**src/rtl/reorder_buffer_nw.sv**
```systemverilog
// Reorder buffer: in-order allocation, out-of-order completion through NUM_WB
// writeback ports, in-order retirement of up to RETIRE_W entries per cycle, and
// branch-mispredict recovery that squashes every entry younger than the branch.
module reorder_buffer_nw #(
   parameter int DEPTH    = 32,
   parameter int NUM_WB   = 4,
   parameter int RETIRE_W = 2,
   parameter int PREG_W   = 7,
   parameter int PC_W     = 32,
   localparam int TAG_W   = $clog2(DEPTH)
) (
   input  logic                         clk,
   input  logic                         reset,
   input  logic                         alloc_valid,
   output logic                         alloc_ready,
   input  logic [PREG_W-1:0]            alloc_pd_new,
   input  logic [PREG_W-1:0]            alloc_pd_old,
   input  logic                         alloc_has_dest,
   input  logic [PC_W-1:0]              alloc_pc,
   output logic [TAG_W-1:0]             alloc_tag,
   input  logic [NUM_WB-1:0]            wb_valid,
   input  logic [NUM_WB*TAG_W-1:0]      wb_tag,
   input  logic                         br_valid,
   input  logic [TAG_W-1:0]             br_tag,
   input  logic                         br_mispredict,
   output logic                         flush_valid,
   output logic [TAG_W-1:0]             flush_tag,
   output logic [RETIRE_W-1:0]          retire_valid,
   output logic [RETIRE_W*PREG_W-1:0]   retire_pd_old,
   output logic [RETIRE_W-1:0]          retire_has_dest,
   output logic [RETIRE_W*PC_W-1:0]     retire_pc,
   output logic [TAG_W-1:0]             head_tag,
   output logic [TAG_W:0]               count,
   output logic                         full,
   output logic                         empty
);

   localparam logic [TAG_W:0] FULL_CNT = (TAG_W+1)'(DEPTH);
   localparam logic [TAG_W:0] ONE_CNT  = (TAG_W+1)'(1);

   // Pointers carry an extra wrap bit so full and empty are distinguishable.
   logic [TAG_W:0]      head;
   logic [TAG_W:0]      tail;
   logic [TAG_W-1:0]    head_idx;
   logic [TAG_W-1:0]    br_age;

   // Per-entry status and payload.
   logic [DEPTH-1:0]    ent_valid;
   logic [DEPTH-1:0]    ent_done;
   logic [DEPTH-1:0]    ent_has_dest;
   logic [PREG_W-1:0]   ent_pd_old [DEPTH];
   logic [PC_W-1:0]     ent_pc     [DEPTH];
   // New destination tag is kept with the entry; nothing on the retire path reads it.
   logic [PREG_W-1:0]   ent_pd_new_unused [DEPTH];

   logic                mp;
   logic                alloc_fire;
   logic [TAG_W:0]      ret_cnt;
   logic                ret_run;
   logic [TAG_W-1:0]    ret_idx;
   logic [DEPTH-1:0]    retire_mask;
   logic [DEPTH-1:0]    squash;
   logic [DEPTH-1:0]    set_done;
   logic [DEPTH-1:0]    alloc_mask;
   logic [TAG_W-1:0]    wb_idx;

   // Distance from the head, modulo DEPTH; larger means younger.
   function automatic logic [TAG_W-1:0] age_of(input logic [TAG_W-1:0] t,
                                              input logic [TAG_W-1:0] h);
      return t - h;
   endfunction

   assign head_idx    = head[TAG_W-1:0];
   assign head_tag    = head_idx;
   assign alloc_tag   = tail[TAG_W-1:0];
   assign count       = tail - head;
   assign full        = (count == FULL_CNT);
   assign empty       = (count == '0);
   assign alloc_ready = !full && !flush_valid;
   assign br_age      = age_of(br_tag, head_idx);
   // A mispredict naming an entry that is not in the buffer is ignored.
   assign mp          = br_valid && br_mispredict && ent_valid[br_tag];
   assign alloc_fire  = alloc_valid && alloc_ready && !mp;

   // Retire the leading run of completed entries, never past a mispredicting branch.
   always_comb begin
      retire_valid    = '0;
      retire_pd_old   = '0;
      retire_has_dest = '0;
      retire_pc       = '0;
      retire_mask     = '0;
      ret_cnt         = '0;
      ret_run         = 1'b1;
      ret_idx         = '0;
      for (int unsigned j = 0; j < RETIRE_W; j++) begin
         ret_idx = head_idx + TAG_W'(j);
         if (ret_run && ent_valid[ret_idx] && ent_done[ret_idx] &&
             !(mp && (TAG_W'(j) > br_age))) begin
            retire_valid[j]                   = 1'b1;
            retire_pd_old[j*PREG_W +: PREG_W] = ent_pd_old[ret_idx];
            retire_has_dest[j]                = ent_has_dest[ret_idx];
            retire_pc[j*PC_W +: PC_W]         = ent_pc[ret_idx];
            retire_mask[ret_idx]              = 1'b1;
            ret_cnt                           = ret_cnt + ONE_CNT;
         end else begin
            ret_run = 1'b0;
         end
      end
   end

   // Squash set, completion set and allocation slot for this cycle.
   always_comb begin
      squash     = '0;
      set_done   = '0;
      alloc_mask = '0;
      wb_idx     = '0;
      for (int unsigned t = 0; t < DEPTH; t++) begin
         squash[t] = mp && (age_of(TAG_W'(t), head_idx) > br_age);
      end
      for (int unsigned i = 0; i < NUM_WB; i++) begin
         wb_idx = wb_tag[i*TAG_W +: TAG_W];
         if (wb_valid[i] && !squash[wb_idx]) begin
            set_done[wb_idx] = 1'b1;
         end
      end
      // A resolving branch is also its own completion.
      if (br_valid) begin
         set_done[br_tag] = 1'b1;
      end
      set_done = set_done & ent_valid;
      alloc_mask[alloc_tag] = alloc_fire;
   end

   // Head/tail pointers and the one-cycle flush pulse.
   always_ff @(posedge clk) begin
      if (reset) begin
         head        <= '0;
         tail        <= '0;
         flush_valid <= 1'b0;
         flush_tag   <= '0;
      end else begin
         head <= head + ret_cnt;
         // Tail is rebuilt from the pre-retire head so retirement does not shift it.
         if (mp) begin
            tail <= head + {1'b0, br_age} + ONE_CNT;
         end else if (alloc_fire) begin
            tail <= tail + ONE_CNT;
         end
         flush_valid <= mp;
         flush_tag   <= mp ? br_tag : '0;
      end
   end

   // Valid/done bits: retire and squash clear, completion sets, allocation reinitialises.
   always_ff @(posedge clk) begin
      if (reset) begin
         ent_valid <= '0;
         ent_done  <= '0;
      end else begin
         ent_valid <= (ent_valid & ~retire_mask & ~squash) | alloc_mask;
         ent_done  <= (ent_done | set_done) & ~retire_mask & ~squash & ~alloc_mask;
      end
   end

   // Entry payload captured on allocation.
   always_ff @(posedge clk) begin
      if (alloc_fire) begin
         ent_pd_new_unused[alloc_tag] <= alloc_pd_new;
         ent_pd_old[alloc_tag]        <= alloc_pd_old;
         ent_has_dest[alloc_tag]      <= alloc_has_dest;
         ent_pc[alloc_tag]            <= alloc_pc;
      end
   end

endmodule

```
**config.mk**
```make
export PLATFORM = sky130hd
export DESIGN_NAME = reorder_buffer_nw
export DESIGN_NICKNAME = d
export VERILOG_FILES = /design/src/rtl/reorder_buffer_nw.sv
export SDC_FILE = /design/constraint.sdc
export NUM_CORES = 2
export LEC_CHECK = 0
export ABC_CLOCK_PERIOD_IN_PS = 6180
export CAP_MARGIN = 20
export CORE_ASPECT_RATIO = 0.9
export CORE_UTILIZATION = 50
export CTS_BUF_LIST = sky130_fd_sc_hd__clkbuf_8
export CTS_CLUSTER_DIAMETER = 50
export DETAILED_ROUTE_END_ITERATION = 10
export GPL_TIMING_DRIVEN = 0
export PLACE_DENSITY = 0.69
export RECOVER_POWER = 25
export SETUP_SLACK_MARGIN = 0.4
export SLEW_MARGIN = 10
export SYNTH_ARGS = -nofsm -noshare
export SYNTH_HDL_FRONTEND = slang
export SYNTH_SLANG_ARGS = --single-unit
```
**constraint.sdc**
```tcl
create_clock -name clk -period 6.18 [get_ports clk]
set_clock_uncertainty 0.05 [all_clocks]
set_input_delay 1.236 -clock clk [delete_from_list [all_inputs] [get_ports clk]]
set_output_delay 1.236 -clock clk [all_outputs]
set_load 0.02 [all_outputs]
```
==> results.toml <==
[status]
status = "complete, no violations"

[floorplan]
ios = 188
core-area_sq_um = 137000
rows = 129
die_width_um = 394
die_area_sq_um = 140000
initial_utilization_pct = 50.4
die_y_um = 355

[finish]
fillers = 10100
drive_above_1_share_pct = 35.8
final_common_cell = "edfxtp_1"
fin_nets = 4746
final_cell_mix = "edfxtp_1, mux4_2, nand2_1, clkbuf_8, nor2_1"
area_growth_pct = 18.1
regArea_sq_um = 40100
final_core_util_pct = 59.5
multiInputGateArea_sq_um = 28500

[routing]
routedWlPerCell_um = 38.7
num_vias = 47700
avgViaCountPerCell = 7.22
dr.first_iter.drc_count = 7990
drc_errors = 0
wirelength_mm = 256
dr.pass1.iters = 8
ant_nets = 0

[min_path]
hp-class = "register to register"

[critical_path]
r2r_slack_ns = 0.52
critical_path_required_ns = 4.89
path_class = "register to primary output"
start_kind = "register"
endpoint_kind = "primary output"
cp.arrival_ns = 4.56
crit_fanout = 12

[power]
p_leak_uw = 0.0257
p_seq_share_pct = 54.2
p_clk_share_pct = 38.8
irDropWorstVdd_uv = 221
total_power_uw = 18900
pwr-share-comb_pct = 6.9
p_switching_uw = 4680
p_int_uw = 14200
sw_frac_of_total_pct = 24.7
powerDensity_nw_per_um2 = 232

[clock_network]
tritoncts = "built"
cts.sinks = 1362
cts_buffers = 218
root_buffer = "clkbuf_8"
clockBufferDepth = 3
clkLatencyLatePin_ns = 0.99
path_clk_slew_ns = 0.06
htree_levels = 4

[place]
globalplace.congestion = 1.03
hpwlAfterDp_mm = 186
port_buffers = 173

[yosys]
yosysWarnings = 0
ys_ff_latch = 1362
async_reset_ff_share_pct = 0
synth_edf_count = 1280
synth_ff_type = "edfxtp_1"
syn_nets = 4178
avgSynthCellArea_sq_um = 17.2
synthCells = 4022
yosysUniqueCellTypes = 91
synthesis.area_sq_um = 69100
ys_seq_area_share_pct = 58.0

[sta]
fmax_mhz = 171
worst_pin_slew_ns = 1.28
finalCritPeriodShare_pct = 94.6
min_period_ns = 5.84
hold_ws_ns = 0.493
final_hold_viol_count = 0
slew_violations = 0
setup_violations = 0
max-slew-margin-rel_pct = 14.6
grt_setup_unrepaired = "true"

[grt]
grt_overflow_total = 0
grt_first_pass_wirelength_mm = 354
grt_util_all_layers_pct = 36.6
antenna_found_initial = 19
grt_max_degree = 33
grt_pass1_vias = 45900

[run]
drv_cap = 0
==> power by group through the flow <==
stage	clock network (uW)	logic [uW]	registers (uW)
after floorplan	0	619	10400
after global placement	0	1140	10500
after detailed placement	0	1200	10500
after CTS	7370	1250	10300
after global routing	7740	1350	10300
final	7340	1310	10300
==> repair_timing <==
action | 4_1_cts | 5_1_grt
pin swaps | 20 | 14
hold buffers | 0 | 0
endpoints found under the setup margin | 1440 | 340
hold endpoints to repair | 0 | 0
gates resized for setup | 633 | 123
buffers inserted | 36 | 25
==> worst paths after layout <==
kind	startpoint	to	cells after the start
setup reg to reg	head[3]	ent_done[19]	21
setup / recovery	head[0]	retire_pc[24]	9
hold reg to reg	ent_valid[24]	ent_valid[24]	2
hold / removal	ent_valid[24]	ent_valid[24]	2
==> synth_stat cells (7+ instances only) <==
master     instances  area (sq um)
a21o_1            11          82.6
dfxtp_1           82          1640
nand4_1           14          87.6
a2111oi_0         15           131
edfxtp_1        1280         38400
and3_1            21           131
o221ai_1          10          87.6
nor3_1            33           165
a22oi_1           12          90.1
a21oi_1          197           986
clkbuf_1         214           803
mux2i_1           15           150
maj3_1            13           130
o21ai_0           48           240
buf_2             22           110
nand3_1           54           270
or2_2             12          75.1
a222oi_1          18           180
o31ai_1           13          97.6
ha_1              71           888
o211ai_1          17           128
nor4b_1            7          61.3
xor2_1            15           131
and2_1            40           250
a211oi_1          28           210
nor2b_1           16           100
buf_1             46           173
mux4_2           817         18400
nand2b_1          13          81.3
xnor2_1           35           307
nor3b_1            8          60.1
a31oi_1           38           238
inv_1             54           203
buf_4             12          90.1
a22o_1             8          70.1
nand2_1          281          1050
o211a_1            7          70.1
nand3b_1          11          82.6
o22ai_1            8          50.1
a221oi_1          25           219
or4b_1            10           100
nor2_1           227           852
or4b_2            10           100
o2111ai_1         12           105
==> final cells by class <==
| type | count | share of cell area (%) |
|---|---|---|
| Sequential cell | 1362 | 49.1 |
| Multi-Input combinational cell | 2300 | 34.9 |
| Timing Repair Buffer | 348 | 5.04 |
| Clock buffer | 222 | 3.74 |
| Buffer | 298 | 2.83 |
| Tap cell | 1834 | 2.81 |
| Clock inverter | 179 | 1.20 |
| Inverter | 62 | 0.350 |
| Antenna cell | 8 | 0.0245 |
==> critical path, stage by stage, from the launching register on <==
cell	delay, ns
dfxtp_4	0.38
buf_8	0.16
inv_6	0.19
mux4_2	0.55
mux2i_2	0.32
mux2i_1	0.21
mux2_2	0.45
clkbuf_4	0.34
a21oi_1	0.29
clkdlybuf4s50_1	0.65
==> state kept, by name (all words and copies together), names as in the netlist, 5 cells and up <==
register      count
head              6
flush_tag         5
ent_pd_old      224
ent_pc         1024
ent_done         32
ent_has_dest     32
ent_valid        32
tail              6
==> metal layers <==
layer	routed length (um)	part of all wire, %	track usage (%)	vias up
met3	39100	15	12.2	693
met5	174	0.068	0	-
li1	-	-	-	18200
met4	11600	4.5	14.1	16
met2	112000	44	53.5	4200
met1	93400	36	51.2	24600
==> stage by stage <==
| step | TNS (ns) | cell area, sq um | setup slack (ns) | cells |
|---|---|---|---|---|
| after floorplan | -11.11 | 69100 | -0.0648 | 4022 |
| final | 0 | 81600 | 0.336 | 6613 |
| after global routing | 0 | 81600 | 0.351 | 6607 |
| after detailed placement | -1279.29 | 75200 | -3.52 | 6130 |
| after CTS | 0 | 81000 | 0.283 | 6567 |
| after global placement | -6613.88 | 73100 | -6.01 | 6029 |
==> cells by family (layout without fill, tap and decap cells) <==
| kind of cell | after synthesis | count (layout) | synth area share, % |
|---|---|---|---|
| AO/OA/AOI/OAI | 544 | 544 | 5.40 |
| XOR/XNOR | 51 | 51 | 0.658 |
| adder cells (fa/ha/maj) | 88 | 88 | 1.59 |
| buffers and inverters | 360 | 1109 | 2.11 |
| flip-flops | 1362 | 1362 | 58.0 |
| multiplexers | 837 | 837 | 26.9 |
| other | 0 | 8 | 0 |
| AND/OR/NAND/NOR | 780 | 780 | 5.28 |
Note: power is estimated with default switching activity, not from simulation.
